### src/rtl/fifo_drain_arbiter.sv
// Round-robin drain arbiter for four upstream FIFOs with registered (1-cycle) read data.
// Grants bursts of up to BURST_LEN pops per channel and forwards words with 2-cycle latency.
module fifo_drain_arbiter #(
  parameter int unsigned DATA_WIDTH = 6,
  parameter int unsigned BURST_LEN  = 4
) (
  input  logic                  clk,
  input  logic                  reset,
  input  logic [3:0]            fifo_empty,
  input  logic [3:0]            fifo_error,
  input  logic [DATA_WIDTH-1:0] fifo_data_0,
  input  logic [DATA_WIDTH-1:0] fifo_data_1,
  input  logic [DATA_WIDTH-1:0] fifo_data_2,
  input  logic [DATA_WIDTH-1:0] fifo_data_3,
  input  logic                  pause,
  output logic [3:0]            fifo_rd_enable,
  output logic [DATA_WIDTH-1:0] data_out,
  output logic                  valid_out,
  output logic [1:0]            dest_out,
  output logic                  idle,
  output logic                  error_out
);

  typedef enum logic [1:0] {StIdle, StRead, StError} state_e;

  localparam logic [3:0] BurstMax = 4'(BURST_LEN);

  state_e                  state_q, state_d;
  logic [1:0]              ch_q, ch_d;
  logic [1:0]              rr_ptr_q, rr_ptr_d;
  logic [3:0]              burst_cnt_q, burst_cnt_d;
  logic [1:0]              sel_ch;
  logic                    pend_valid_q;
  logic [1:0]              pend_ch_q;
  logic [DATA_WIDTH-1:0]   pend_data;
  logic [DATA_WIDTH-1:0]   data_q;
  logic [1:0]              dest_q;
  logic                    valid_q;
  logic                    error_q;
  logic                    any_err;
  logic                    pop;

  assign any_err = |fifo_error;

  // An error cycle must not pop: the word would be lost once the FSM parks in StError.
  assign pop = reset && (state_q == StRead) && !fifo_empty[ch_q] && !pause &&
               (burst_cnt_q < BurstMax) && !any_err;

  assign fifo_rd_enable = pop ? (4'b0001 << ch_q) : 4'b0000;

  // First non-empty channel starting at rr_ptr; iterate backwards so the nearest wins.
  always_comb begin
    logic [1:0] idx;
    sel_ch = rr_ptr_q;
    for (int i = 3; i >= 0; i--) begin
      idx = rr_ptr_q + 2'(i);
      if (!fifo_empty[idx]) sel_ch = idx;
    end
  end

  always_comb begin
    state_d     = state_q;
    ch_d        = ch_q;
    rr_ptr_d    = rr_ptr_q;
    burst_cnt_d = burst_cnt_q;
    case (state_q)
      StIdle: begin
        if (any_err) begin
          state_d = StError;
        end else if ((fifo_empty != 4'hf) && !pause) begin
          state_d     = StRead;
          ch_d        = sel_ch;
          burst_cnt_d = 4'd0;
        end
      end
      StRead: begin
        if (any_err) begin
          state_d = StError;
        end else if ((burst_cnt_q >= BurstMax) || (fifo_empty[ch_q] && !pause)) begin
          state_d  = StIdle;
          rr_ptr_d = ch_q + 2'd1;
        end else if (pop) begin
          burst_cnt_d = burst_cnt_q + 4'd1;
        end
      end
      StError: state_d = StError;
      default: state_d = StIdle;
    endcase
  end

  always_comb begin
    pend_data = fifo_data_0;
    unique case (pend_ch_q)
      2'd0: pend_data = fifo_data_0;
      2'd1: pend_data = fifo_data_1;
      2'd2: pend_data = fifo_data_2;
      2'd3: pend_data = fifo_data_3;
      default: pend_data = fifo_data_0;
    endcase
  end

  always_ff @(posedge clk) begin
    if (!reset) begin
      state_q      <= StIdle;
      ch_q         <= 2'd0;
      rr_ptr_q     <= 2'd0;
      burst_cnt_q  <= 4'd0;
      pend_valid_q <= 1'b0;
      pend_ch_q    <= 2'd0;
      data_q       <= '0;
      dest_q       <= 2'd0;
      valid_q      <= 1'b0;
      error_q      <= 1'b0;
    end else begin
      state_q      <= state_d;
      ch_q         <= ch_d;
      rr_ptr_q     <= rr_ptr_d;
      burst_cnt_q  <= burst_cnt_d;
      pend_valid_q <= pop;
      pend_ch_q    <= ch_q;
      valid_q      <= pend_valid_q;
      if (pend_valid_q) begin
        data_q <= pend_data;
        dest_q <= pend_ch_q;
      end
      error_q      <= error_q | (state_d == StError);
    end
  end

  assign data_out  = data_q;
  assign dest_out  = dest_q;
  assign valid_out = valid_q;
  assign error_out = error_q;
  assign idle      = (state_q == StIdle) && !pend_valid_q && !valid_q;

endmodule

### config.mk
export PLATFORM = sky130hd
export DESIGN_NAME = fifo_drain_arbiter
export DESIGN_NICKNAME = d
export VERILOG_FILES = /design/src/rtl/fifo_drain_arbiter.sv
export SDC_FILE = /design/constraint.sdc
export NUM_CORES = 1
export LEC_CHECK = 0
export CAP_MARGIN = 20
export CORE_MARGIN = 1
export CORE_UTILIZATION = 46
export CTS_CLUSTER_SIZE = 40
export DETAILED_ROUTE_END_ITERATION = 16
export PLACE_DENSITY = 0.95
export SLEW_MARGIN = 10
export SYNTH_ARGS = -nofsm -noshare
export SYNTH_HDL_FRONTEND = slang
export SYNTH_SLANG_ARGS = --single-unit
### constraint.sdc
create_clock -name clk -period 5 [get_ports clk]
set_input_delay 1.5 -clock clk [delete_from_list [all_inputs] [get_ports clk]]
set_output_delay 1.5 -clock clk [all_outputs]
set_load 0.005 [all_outputs]
==> run metrics <==
syn nets=160; Seq/Total Area, Yosys=37.1%; Gate Count Post-Synth=120; vias=1129; Setup-failing EPs final=0; storage element area=460 um2; fraction of layout cells with a size suffix above 1=16.7%; CTS Buffer Depth=2; Clock transition at path regs=0.13 ns; worst flop-to-flop path startpoint=ch_q[0]; Synth Register Bits=23; fillcell total=193; hold path startpoint=error_out; Via density=5.53; worst-path fanout max=7; Data required, critical path=3.50 ns; dpl hpwl=2.47 mm; gr usage total=22.5%; vias in the first global route=1098; Async SR Flop Fraction=0%; Yosys warning count=0; Hold EP=error_out; dpl cells=200; multi-input logic area=738 um2; total die area=2910 um2; clk_lat worst skew=0.30 ns; min Tclk post-route=4.89 ns; CTS tree=done; largest net degree at the start of global routing=16; drt first pass iters=4; Total Wirelength=3.16 mm; # rows=18; placed cell area=1790 um2; worst hold path type=flip-flop to flip-flop; fin cells=204; antenna diode count=0; EDFF count, synth=0; Core Area=2520 um2; cts bufs inserted=3; Final Hold Vio Count=0; peak supply drop=0.143 mV; Clock Sinks=23; P per Cell Area=178 nW/um2; RSZ-0062 raised after global routing=false; PortBufs=49; outcome=completed; Synth area leader=dfxtp_1; Final Skew=0.00179 ns; total setup buffers inserted after CTS=0; die width=53.9 um; Max Clk Rate=204 MHz; minimum setup slack among reg-to-reg paths=3.25 ns; io pins=50; worst-margin pin slew=0.538 ns; nets=215; WP data arrival=3.39 ns; DRT iter0 DRCs=14; starting density of the core=49.2%; Slew Limit Fails=0; Final period util=97.9%; maxcap violations=0; drt drc=0; share of the synthesized area in the top cell type=37.1%; crit path from=fifo_empty[1]; Die Y=53.9 um; Mean Syn Cell Area=10.3 um2; ys flop type=dfxtp_1; relative slew slack=64.1%; antenna violations before repair=0; Reg-to-Reg End=burst_cnt_q[0]; H-tree Lvls=1; depth of the most critical reg-to-reg path=4; Crit Path Class=primary input to output port; Syn-to-layout area delta=47.4%; Worst setup EP type=output port; Syn Std Cell Area=1240 um2; Overflow after GRT=0; worst hold stages=1; P_leak=0.657 nW; Setup crit start kind=primary input; GPL Wtd Cong=0.869; CTS Root Cell=clkbuf_4; routed len/inst=15.5 um; Fin Setup TNS=0 ns; top post-synthesis cells by area=dfxtp_1 37%, mux4_2 13%, mux2i_1 7.3%; Netlist cell types=40; first-pass GRT wire length=4.64 mm; final antenna-violating net count=0; fin area=1830 um2
==> report_power, final <==
part,switching (mW),internal [mW],leakage (nW)
registers,0.00166,0.185,0.186
clock network,0.0562,0.0298,0.0177
logic,0.0177,0.0358,0.454
==> logic make-up (layout without fill, tap and decap cells) <==
| family | after synthesis | in the layout | share of synthesized area [%] |
|---|---|---|---|
| muxes | 16 | 16 | 20.0 |
| buffers and inverters | 12 | 66 | 3.73 |
| DFF | 23 | 23 | 37.1 |
| and+or+nand+nor | 46 | 46 | 24.1 |
| AOI/OAI and AO/OA | 18 | 18 | 9.99 |
| adders and majority gates | 5 | 5 | 5.05 |
==> cells in the mapped netlist (2+ instances only) <==
master and instances:
nand2b_1 2, dfxtp_1 23, inv_1 7, and3_2 4, nand3_1 2, ha_1 5, nand2_1 5, a21oi_1 4
clkbuf_1 4, and3_1 2, o21ai_0 4, mux2i_1 9, nand3b_1 3, mux4_2 7, nor2_1 14
==> stage by stage <==
stage / setup WS, ns / hold slack (ns) / power (mW) / utilization (%)
6_report: 0.105 / 0.473 / 0.326 / 72.5
5_1_grt: 0.0322 / 0.501 / 0.339 / 72.5
2_1_floorplan: 1.08 / 0.429 / 0.206 / -
3_3_place_gp: 0.139 / 0.438 / 0.241 / 71.1
3_5_place_dp: 0.0660 / 0.447 / 0.243 / 71.1
4_1_cts: 0.0661 / 0.478 / 0.327 / 72.2
==> repair_timing <==
item / in CTS / in global routing
resized for setup: 0 / 2
endpoints found under the setup margin: 0 / 4
hold buffers: 0 / 0
==> cell type report <==
cell class              instances  share of cell area (%)
well taps                      30                    2.05
clock buffers                   3                    1.23
flip-flops and latches         23                    25.2
inverters                       7                    1.44
clock inverters                 1                   0.274
multi-input cells              85                    40.4
repair buffers                 55                    29.4
==> layer usage <==
metal | vias to the layer above | global-route usage, % | share of wire (%)
met1 | 540 | 26.2 | 41
met5 | - | 0 | 0
met4 | 0 | 7.89 | 0.70
li1 | 550 | - | -
met2 | 37 | 40.5 | 54
met3 | 2 | 4.24 | 4.7
==> layout by cell type (no fill, tap or decap), types with 4 or more instances in the layout <==
cell type	n
nand2_1	5
nor2_1	14
dfxtp_1	23
buf_4	6
inv_1	7
o21ai_0	4
a21oi_1	4
ha_1	5
mux2i_1	9
mux4_2	7
and3_2	4
clkdlybuf4s50_1	48
==> state kept, by name, summed over array words and instances, names as in the netlist <==
name / count
ch_q: 2
pend_valid_q: 1
pend_ch_q: 2
dest_out: 2
valid_out: 1
state_q: 2
error_out: 1
burst_cnt_q: 4
rr_ptr_q: 2
data_out: 6
==> worst max path at each step <==
stage,depth (start not counted),end
5_1_grt,5,fifo_rd_enable[3]
3_3_place_gp,5,fifo_rd_enable[0]
2_1_floorplan,3,fifo_rd_enable[0]
4_1_cts,5,fifo_rd_enable[3]
6_report,5,fifo_rd_enable[3]
3_5_place_dp,5,fifo_rd_enable[3]
==> worst max-delay path: stages <==
cell and delay (ns):
clkdlybuf4s50_1 0.51, mux4_2 0.54, nor2_4 0.15, and3_2 0.19, clkdlybuf4s50_1 0.51
(Power assumes the default switching activity.)
